### config.mk
export PLATFORM = sky130hd
export DESIGN_NAME = data_mem_responder
export DESIGN_NICKNAME = d
export VERILOG_FILES = /design/src/rtl/mem_pkg.sv /design/src/rtl/mem_array.sv /design/src/rtl/data_mem_responder.sv
export SDC_FILE = /design/constraint.sdc
export NUM_CORES = 2
export LEC_CHECK = 0
export CAP_MARGIN = 20
export CORE_ASPECT_RATIO = 1.4
export CORE_MARGIN = 2
export CORE_UTILIZATION = 25
export CTS_BUF_LIST = sky130_fd_sc_hd__clkbuf_8
export DETAILED_ROUTE_END_ITERATION = 10
export SETUP_SLACK_MARGIN = 0.4
export SYNTH_ARGS = -nofsm -noshare
export SYNTH_HDL_FRONTEND = slang
export SYNTH_SLANG_ARGS = --single-unit
### constraint.sdc
create_clock -name clk -period 7.5 [get_ports clk]
set_clock_uncertainty 0.05 [all_clocks]
set_input_delay 1.125 -clock clk [delete_from_list [all_inputs] [get_ports clk]]
set_output_delay 1.125 -clock clk [all_outputs]
set_load 0.05 [all_outputs]
### src/rtl/mem_pkg.sv
// Shared types for the data memory responder: FSM state encoding, request op
// encoding and default bus widths.
package mem_pkg;

    localparam int DATA_W_DEF = 16;
    localparam int ADDR_W_DEF = 16;

    typedef enum logic [1:0] {
        ST_IDLE = 2'b00,
        ST_WAIT = 2'b01,
        ST_RESP = 2'b10,
        ST_HOLD = 2'b11
    } state_t;

    typedef enum logic [1:0] {
        OP_RD  = 2'b00,
        OP_WR  = 2'b01,
        OP_BAD = 2'b10
    } op_t;

    // Both strobes at once is a conflicting request and never touches storage.
    function automatic op_t decode_op(input logic rd, input logic wr);
        if (rd && wr) begin
            return OP_BAD;
        end else if (wr) begin
            return OP_WR;
        end
        return OP_RD;
    endfunction

endpackage

### src/rtl/mem_array.sv
// DEPTH x DATA_W word storage: synchronous write, combinational read.
module mem_array
    import mem_pkg::*;
#(
    parameter int DATA_W = DATA_W_DEF,
    parameter int DEPTH  = 256,
    parameter int IDX_W  = $clog2(DEPTH)
) (
    input  logic              clk,
    input  logic              i_we,
    input  logic [IDX_W-1:0]  i_waddr,
    input  logic [DATA_W-1:0] i_wdata,
    input  logic [IDX_W-1:0]  i_raddr,
    output logic [DATA_W-1:0] o_rdata
);

    logic [DATA_W-1:0] r_mem [DEPTH];

    always_ff @(posedge clk) begin
        if (i_we) begin
            r_mem[i_waddr] <= i_wdata;
        end
    end

    assign o_rdata = r_mem[i_raddr];

endmodule

### src/rtl/data_mem_responder.sv
// Word-addressed data memory with programmable wait states and a one-cycle
// mem_ready pulse; rejects out-of-range and conflicting requests via mem_err.
module data_mem_responder
    import mem_pkg::*;
#(
    parameter int DATA_W  = DATA_W_DEF,
    parameter int ADDR_W  = ADDR_W_DEF,
    parameter int DEPTH   = 256,
    parameter int LATENCY = 2
) (
    input  logic              clk,
    input  logic              reset_n,
    input  logic              mem_read,
    input  logic              mem_write,
    input  logic [ADDR_W-1:0] addr,
    input  logic [DATA_W-1:0] wdata,
    output logic [DATA_W-1:0] rdata,
    output logic              mem_ready,
    output logic              mem_busy,
    output logic              mem_err
);

    localparam int              IDX_W    = $clog2(DEPTH);
    localparam logic [ADDR_W:0] DEPTH_L  = (ADDR_W + 1)'(DEPTH);
    localparam logic [3:0]      CNT_INIT = 4'(LATENCY - 1);

    state_t            r_state, w_state_next;
    logic [3:0]        r_cnt, w_cnt_next;
    op_t               r_op, w_op_cur;
    logic [ADDR_W-1:0] r_addr, w_addr_cur;
    logic [DATA_W-1:0] r_wdata, w_wdata_cur;
    logic [DATA_W-1:0] r_rdata, w_arr_rdata;
    logic              r_ready, r_busy, r_err;
    logic              w_req, w_accept, w_enter_resp, w_ok, w_we;

    assign w_req = mem_read | mem_write;

    // With LATENCY=1 the response edge is the accept edge, so the live
    // inputs stand in for the not-yet-latched request.
    always_comb begin
        w_op_cur    = r_op;
        w_addr_cur  = r_addr;
        w_wdata_cur = r_wdata;
        if (r_state == ST_IDLE) begin
            w_op_cur    = decode_op(mem_read, mem_write);
            w_addr_cur  = addr;
            w_wdata_cur = wdata;
        end
    end

    assign w_ok = ({1'b0, w_addr_cur} < DEPTH_L) && (w_op_cur != OP_BAD);
    assign w_we = w_enter_resp && w_ok && (w_op_cur == OP_WR);

    always_comb begin
        w_state_next = r_state;
        w_cnt_next   = r_cnt;
        w_accept     = 1'b0;
        w_enter_resp = 1'b0;
        case (r_state)
            ST_IDLE: begin
                if (w_req) begin
                    w_accept   = 1'b1;
                    w_cnt_next = CNT_INIT;
                    if (LATENCY == 1) begin
                        w_state_next = ST_RESP;
                        w_enter_resp = 1'b1;
                    end else begin
                        w_state_next = ST_WAIT;
                    end
                end
            end
            ST_WAIT: begin
                w_cnt_next = r_cnt - 4'd1;
                if (r_cnt <= 4'd1) begin
                    w_state_next = ST_RESP;
                    w_enter_resp = 1'b1;
                end
            end
            ST_RESP: begin
                w_state_next = ST_HOLD;
            end
            ST_HOLD: begin
                if (!w_req) begin
                    w_state_next = ST_IDLE;
                end
            end
        endcase
    end

    always_ff @(posedge clk or negedge reset_n) begin
        if (!reset_n) begin
            r_state <= ST_IDLE;
            r_cnt   <= '0;
            r_op    <= OP_RD;
            r_addr  <= '0;
            r_wdata <= '0;
            r_rdata <= '0;
            r_ready <= 1'b0;
            r_busy  <= 1'b0;
            r_err   <= 1'b0;
        end else begin
            r_state <= w_state_next;
            r_cnt   <= w_cnt_next;
            r_ready <= w_enter_resp;
            r_busy  <= (w_state_next != ST_IDLE);
            r_err   <= w_enter_resp && !w_ok;
            if (w_accept) begin
                r_op    <= w_op_cur;
                r_addr  <= w_addr_cur;
                r_wdata <= w_wdata_cur;
            end
            if (w_enter_resp) begin
                r_rdata <= (w_ok && (w_op_cur == OP_RD)) ? w_arr_rdata : '0;
            end
        end
    end

    mem_array #(
        .DATA_W (DATA_W),
        .DEPTH  (DEPTH)
    ) u_mem_array (
        .clk     (clk),
        .i_we    (w_we),
        .i_waddr (w_addr_cur[IDX_W-1:0]),
        .i_wdata (w_wdata_cur),
        .i_raddr (w_addr_cur[IDX_W-1:0]),
        .o_rdata (w_arr_rdata)
    );

    assign rdata     = r_rdata;
    assign mem_ready = r_ready;
    assign mem_busy  = r_busy;
    assign mem_err   = r_err;

endmodule

* After elaboration in Yosys (flattened, before gate mapping) *
Memory sizes are Yosys's and may differ from the RTL's.
Index checks and enable logic that the tools add are counted.

storage, ports and cells
  register bits = 59
  bits in writable memories = 4,096
  input bits = 36
  output and inout bits = 19
  logic and storage cells = 54
  memories = 1

cells by class
  $add $sub $neg = 1
  order comparisons = 2
  eq/ne operators = 6
  multiplexer cells = 22
  bitwise operators = 1
  reductions and logical operators = 12

memory list
  memory             depth  bits a word  rd ports  clocked after memory_dff  wr ports  RTL line         source
  u_mem_array.r_mem  256    16           1         0                         1         mem_array.sv:17  logic [DATA_W-1:0] r_mem [DEPTH];

operators with widths
  kind                                                                               count
  16-bit two-way mux                                                                 3
  16-bit by 9-bit < comparator with 1-bit output (second input constant)             1
  2-bit two-way mux                                                                  7
  1-bit two-way mux                                                                  9
  2-bit case mux with 4 select lines                                                 1
  4-bit case mux with 2 select lines                                                 1
  1-bit logical AND                                                                  6
  2-bit by 1-bit == test with 1-bit output (second input constant)                   2
  2-bit == test (second input constant)                                              2
  4-bit by 1-bit less-or-equal comparator with 1-bit output (second input constant)  1
  2-bit zero test                                                                    2
  4-bit two-way mux                                                                  1
  2-bit != test (second input constant)                                              2
  2-bit nonzero test                                                                 2
  4-bit by 1-bit subtractor with 4-bit output (second input constant)                1
  2-bit AND reduction                                                                1
  1-bit zero test                                                                    1
  1-bit bitwise OR                                                                   1

* Depth between registers and ports, before layout *
  depth after elaboration = 11
  depth in mapped cells = 14
  gate-level depth less buffers = 10

* Modules after synthesis *
A second synthesis with hierarchy kept.

second synthesis, totals
  cell total of the unflattened synthesis = 7,623
  area, all modules = 161,200.9 um2

modules (own cells, without submodules)
  module              times used  cells an instance  area an instance (um2)  sequential area each (um2)
  mem_array           1           7,344              158,394.4               122,998.0
  data_mem_responder  1           279                2,806.4                 1,476.4

* Worst setup path after synthesis *
Ideal clock, no wire load.

  kind = reg-to-reg
  start point = register r_state[1]
  end point = memory u_mem_array.r_mem[0][10] in the netlist's numbering, data pin
  setup time = 823 ps
  data arrival time = 4,791 ps
  required time = 6,627 ps
  setup slack = 1,836 ps
  stages on the path, launching flop included = 9
  path buffers = 5
  period minus slack after synthesis = 5,664 ps
  cells stage by stage = dfrtp_1 -> buf_4 -> nor2_8 -> buf_2 -> buf_2 -> buf_1 -> buf_1 -> nand2_1 -> nand2_1

on the way
  cells in the longest elaborated chain, start to end = 2

ends and longest elaborated chain
  element                            RTL line                   source
  from (decl)                        data_mem_responder.sv:27   state_t r_state, w_state_next;
  from (signal assigned)             data_mem_responder.sv:102  r_state <= w_state_next;
  2-bit zero test                    data_mem_responder.sv:44   if (r_state == ST_IDLE) begin
  16-bit two-way mux                 data_mem_responder.sv:44
  named net u_mem_array.i_wdata[10]  mem_array.sv:12            input logic [DATA_W-1:0] i_wdata,
  to (decl)                          mem_array.sv:17

The timed path passes the listed nets, and every way through them passes these cells.

* Worst setup path in the final report *
  start point = register r_state[0]
  end point = register r_rdata[12], in the netlist rdata[12]

on the way
  cells in the longest elaborated chain, start to end = 6
  elaborated cells on any way between the ends = 12
  classes of those cells = order compare (1); eq/ne (2); mux (4); reduce/logical (4); memory (1)

ends and longest elaborated chain
  element                                                                      RTL line                   source
  parallel branches: the longest is 6 deep, another holds memory 256 x 16 bit  --
  to (signal assigned)                                                         data_mem_responder.sv:113  r_rdata <= (w_ok && (w_op_cur == OP_RD)) ? w_arr_rdata : '0;
  to (decl)                                                                    data_mem_responder.sv:32   logic [DATA_W-1:0] r_rdata, w_arr_rdata;

Parallel ways; which one is timed is not known.
A chain may end at the register's enable or synchronous reset.

==> flow_results.xml <==
<?xml version="1.0" encoding="UTF-8"?>
<metrics>
  <group name="status">
    <metric name="outcome" unit="">finished clean</metric>
  </group>
  <group name="finish">
    <metric name="layout_area_growth_over_synthesis" unit="%">15.4</metric>
    <metric name="final_nets" unit="">9336</metric>
    <metric name="final-instance-count-excl-fill" unit="">17700</metric>
    <metric name="fill_cells" unit="">59082</metric>
    <metric name="post_route_cells_drive_above_1_share" unit="%">14.4</metric>
  </group>
  <group name="routing">
    <metric name="drt_iter0_drc" unit="">12035</metric>
    <metric name="drc_errors" unit="">0</metric>
    <metric name="route.final.wire_length" unit="um">485000</metric>
    <metric name="route.antenna.remaining_nets" unit="">0</metric>
    <metric name="post_drt_wl_per_cell" unit="um">27.4</metric>
    <metric name="detailedRoute.firstPassIterationCount" unit="">6</metric>
    <metric name="route.vias.total" unit="">90950</metric>
    <metric name="post_drt_via_cell_ratio" unit="">5.14</metric>
  </group>
  <group name="grt">
    <metric name="met3_usage" unit="%">3.02</metric>
    <metric name="grt_max_degree" unit="">189</metric>
    <metric name="grt_remaining_overflow" unit="">0</metric>
    <metric name="grt_util_met1" unit="%">17.5</metric>
    <metric name="top_usage_layer" unit="">met2</metric>
    <metric name="grt_first_pass_wirelength" unit="um">674000</metric>
    <metric name="number_of_global_route_vias_before_repair" unit="">88670</metric>
    <metric name="grt_util_all_layers" unit="%">15.2</metric>
    <metric name="grtUsageMet2" unit="%">25.7</metric>
    <metric name="grt_antenna_before_repair" unit="">20</metric>
  </group>
  <group name="critical_path">
    <metric name="crit_required" unit="ps">8430</metric>
    <metric name="timing.critical_path.arrival" unit="ps">7080</metric>
    <metric name="timing.critical_path.from_type" unit="">flop</metric>
    <metric name="slowest_stage" unit="">nor4_1</metric>
    <metric name="crit_path_max_fanout" unit="">29</metric>
    <metric name="critical_path.reg2reg.startpoint" unit="">r_state[0]</metric>
    <metric name="crit_path_max_incr_delay" unit="ps">1040</metric>
    <metric name="worst_setup_path_end_kind" unit="">flop</metric>
    <metric name="criticalPathCategory" unit="">flop to flop</metric>
    <metric name="worst-path-buf-inv" unit="">2</metric>
    <metric name="cp-startpoint" unit="">r_state[0]</metric>
    <metric name="critPathMostFrequentCell" unit="">buf_4</metric>
    <metric name="crit_family" unit="">compound AO/OA/AOI/OAI gates</metric>
    <metric name="path_cells" unit="">or2_2, o21a_4, buf_4, buf_4, o22ai_1, o21ai_0, a41oi_1, nor4_1, o21ai_1, o31ai_2</metric>
  </group>
  <group name="place">
    <metric name="port_buffers" unit="">54</metric>
    <metric name="gp_congestion" unit="">0.865</metric>
    <metric name="placedCellCount" unit="">16684</metric>
    <metric name="detailed_placer_s_ending_hpwl" unit="um">286000</metric>
    <metric name="pre_cts_ws" unit="ps">934</metric>
  </group>
  <group name="power_and_ir_drop">
    <metric name="p_sw" unit="mW">28.3</metric>
    <metric name="power.leakage" unit="nW">51.7</metric>
    <metric name="power.clock.fraction" unit="%">22.6</metric>
    <metric name="power.share.combinational" unit="%">35.3</metric>
    <metric name="seqPwrFrac" unit="%">42.1</metric>
    <metric name="power.ir.vdd_worst" unit="uV">423</metric>
    <metric name="internal_cell_power" unit="mW">43.4</metric>
    <metric name="p_per_area" unit="mW/mm^2">411</metric>
    <metric name="power.share.switching" unit="%">39.5</metric>
  </group>
  <group name="clock_tree">
    <metric name="cts.clk_slew.worst_paths" unit="ps">70</metric>
    <metric name="cts_htree_levels" unit="">6</metric>
    <metric name="cts-root-to-sink-buffers" unit="">4</metric>
    <metric name="cts_hold_buf" unit="">1</metric>
    <metric name="clock_tree_from_tritoncts" unit="">done</metric>
    <metric name="cts_num_sinks" unit="">4155</metric>
    <metric name="cts_inserted_buffers" unit="">577</metric>
    <metric name="post-cts-setup-buffers" unit="">0</metric>
    <metric name="clock_network_latency_to_the_later_pin_of_the_worst_skew_pair" unit="ps">1100</metric>
    <metric name="postCtsResizedCells" unit="">0</metric>
    <metric name="cts.root.buffer_cell" unit="">clkbuf_8</metric>
  </group>
  <group name="synthesis">
    <metric name="yosys.cell_count.top_type" unit="">edfxtp_1</metric>
    <metric name="synth-main-ff-cell" unit="">edfxtp_1</metric>
    <metric name="synth_top_cells_by_area" unit="">edfxtp_1 (81%), o22ai_1 (8.0%), o21ai_0 (2.8%)</metric>
    <metric name="synth_area_per_cell" unit="sq um">17.3</metric>
    <metric name="synth_edf_count" unit="">4096</metric>
    <metric name="synth.distinct_cells" unit="">48</metric>
    <metric name="synth_cells" unit="">8743</metric>
    <metric name="synth.net_count" unit="">8781</metric>
    <metric name="post_synth_instance_area" unit="sq mm">0.151</metric>
    <metric name="synth.yosys.warnings" unit="">0</metric>
    <metric name="synth.ff_latch_count" unit="">4155</metric>
    <metric name="asr_flop_ratio_synth" unit="%">1.42</metric>
    <metric name="synth_largest_area_cell" unit="">edfxtp_1</metric>
    <metric name="synth.top_cells.by_count" unit="">edfxtp_1 (4096), o22ai_1 (1928), o21ai_0 (846), clkbuf_1 (315), nor2_1 (266)</metric>
    <metric name="ys_seq_area_share" unit="%">82.4</metric>
    <metric name="synth.top_cell.area_share" unit="%">81.4</metric>
  </group>
  <group name="job">
    <metric name="max-cap-violations" unit="">0</metric>
  </group>
  <group name="sta">
    <metric name="maxSlewHeadroom" unit="%">11.3</metric>
    <metric name="timing.final.crit_period" unit="ps">6150</metric>
    <metric name="report.final.setup_viol" unit="">0</metric>
    <metric name="rsz0062_at_grt" unit="">no</metric>
    <metric name="max_slew.worst_pin.slew" unit="ps">1310</metric>
    <metric name="final.setup.worst_slack" unit="ps">1350</metric>
    <metric name="final.hold.worst_slack" unit="ps">454</metric>
    <metric name="min_period_over_period" unit="%">82.0</metric>
    <metric name="finalMaxSlewViolations" unit="">0</metric>
    <metric name="timing.final.hold_violations" unit="">0</metric>
    <metric name="fmax" unit="GHz">0.163</metric>
  </group>
  <group name="die">
    <metric name="fp-row-count" unit="">337</metric>
    <metric name="die_height" unit="um">924</metric>
    <metric name="fp.coreArea" unit="sq mm">0.602</metric>
    <metric name="die-area" unit="sq mm">0.610</metric>
    <metric name="start_util" unit="%">25.1</metric>
    <metric name="die_x" unit="um">661</metric>
    <metric name="num_io_pins" unit="">55</metric>
  </group>
  <group name="hold_path">
    <metric name="hold_start" unit="">r_wdata[15]</metric>
    <metric name="hp-class" unit="">flop to flop</metric>
  </group>
</metrics>
## stage by stage
stage | power [mW] | setup TNS (ps) | utilization (%) | instance area (sq um)
finish | 71.7 | 0 | 29.0 | 174000
global route | 73.6 | 0 | 29.0 | 174000
CTS | 71.6 | 0 | 29.0 | 174000
detailed placement | 55.7 | 0 | 27.3 | 164000
global placement | 55.3 | -403 | 27.2 | 164000
floorplan | 44.1 | 0 | - | 151000
## cell usage in the layout, fill, tap and decap left out, types with 15 or more instances in the layout
cell,instances
nor2_1,264
a41oi_1,222
a22oi_1,129
nand2_2,17
clkinv_1,123
mux2_2,32
clkdlybuf4s50_1,49
clkbuf_8,592
o41ai_1,20
diode_2,17
nand4_1,22
edfxtp_1,4096
inv_1,183
dfrtp_1,59
clkinv_2,56
nand2_4,16
nand2_1,75
a21oi_1,73
clkinvlp_4,20
nor4_1,35
o22ai_1,1928
buf_12,57
o21ai_1,132
inv_6,15
o21ai_0,846
buf_4,499
## metal layers
layer | part of all wire, % | routed length (um)
met1 | 35 | 169000
met2 | 49 | 237000
met3 | 9.0 | 43900
met4 | 7.2 | 34900
met5 | 0.026 | 126
## power groups by stage
stage / Sequential, mW / Clock, mW / Combinational [mW]
5_1_grt: 30.2 / 17.3 / 26.0
3_5_place_dp: 30.7 / 0 / 25.0
4_1_cts: 30.2 / 16.4 / 25.0
6_report: 30.2 / 16.2 / 25.3
3_3_place_gp: 30.7 / 0 / 24.6
2_1_floorplan: 32.0 / 0 / 12.1
## cells by family (layout without fill, tap and decap cells)
logic type,Yosys count,in the layout,synth area share [%]
AOI/OAI and AO/OA,3419,3419,13.9
buffers and inverters,649,1623,1.99
and+or+nand+nor,484,484,1.39
xor gates and xnor gates,2,2,0.0116
muxes,32,32,0.239
adders and majority gates,2,2,0.0166
other,0,17,0
DFF,4155,4155,82.4
## flip-flops by register name (all words and copies together) (netlist names)
signal             cells
u_mem_array.r_mem   4096
r_state                2
mem_ready              1
mem_busy               1
r_cnt                  4
r_wdata               16
rdata                 16
r_addr                16
mem_err                1
r_op                   2
## final cells by class
| type | instances | area (sq um) | share of cell area [%] |
|---|---|---|---|
| flip-flops and latches | 4155 | 124000 | 71.4 |
| multi-input cells | 3939 | 24100 | 13.8 |
| well taps | 7966 | 9970 | 5.72 |
| clock buffers | 592 | 8150 | 4.67 |
| repair buffers | 616 | 5550 | 3.18 |
| clock inverters | 406 | 2070 | 1.19 |
| diodes | 17 | 42.5 | 0.0244 |
| inverters | 9 | 33.8 | 0.0194 |
## final timing paths
| check | cells after the start | slack, ps | end |
|---|---|---|---|
| min in group asynchronous | 2 | 510 | rdata[11] |
| max in group asynchronous | 4 | 5720 | r_state[0] |
| worst min register to register | 1 | 450 | r_wdata[15] |
| worst max-delay path | 10 | 1350 | rdata[12] |
| worst min-delay path | 1 | 450 | r_wdata[15] |
| worst max register to register | 10 | 1350 | rdata[12] |
No activity file was read; power rests on OpenSTA's default activity.
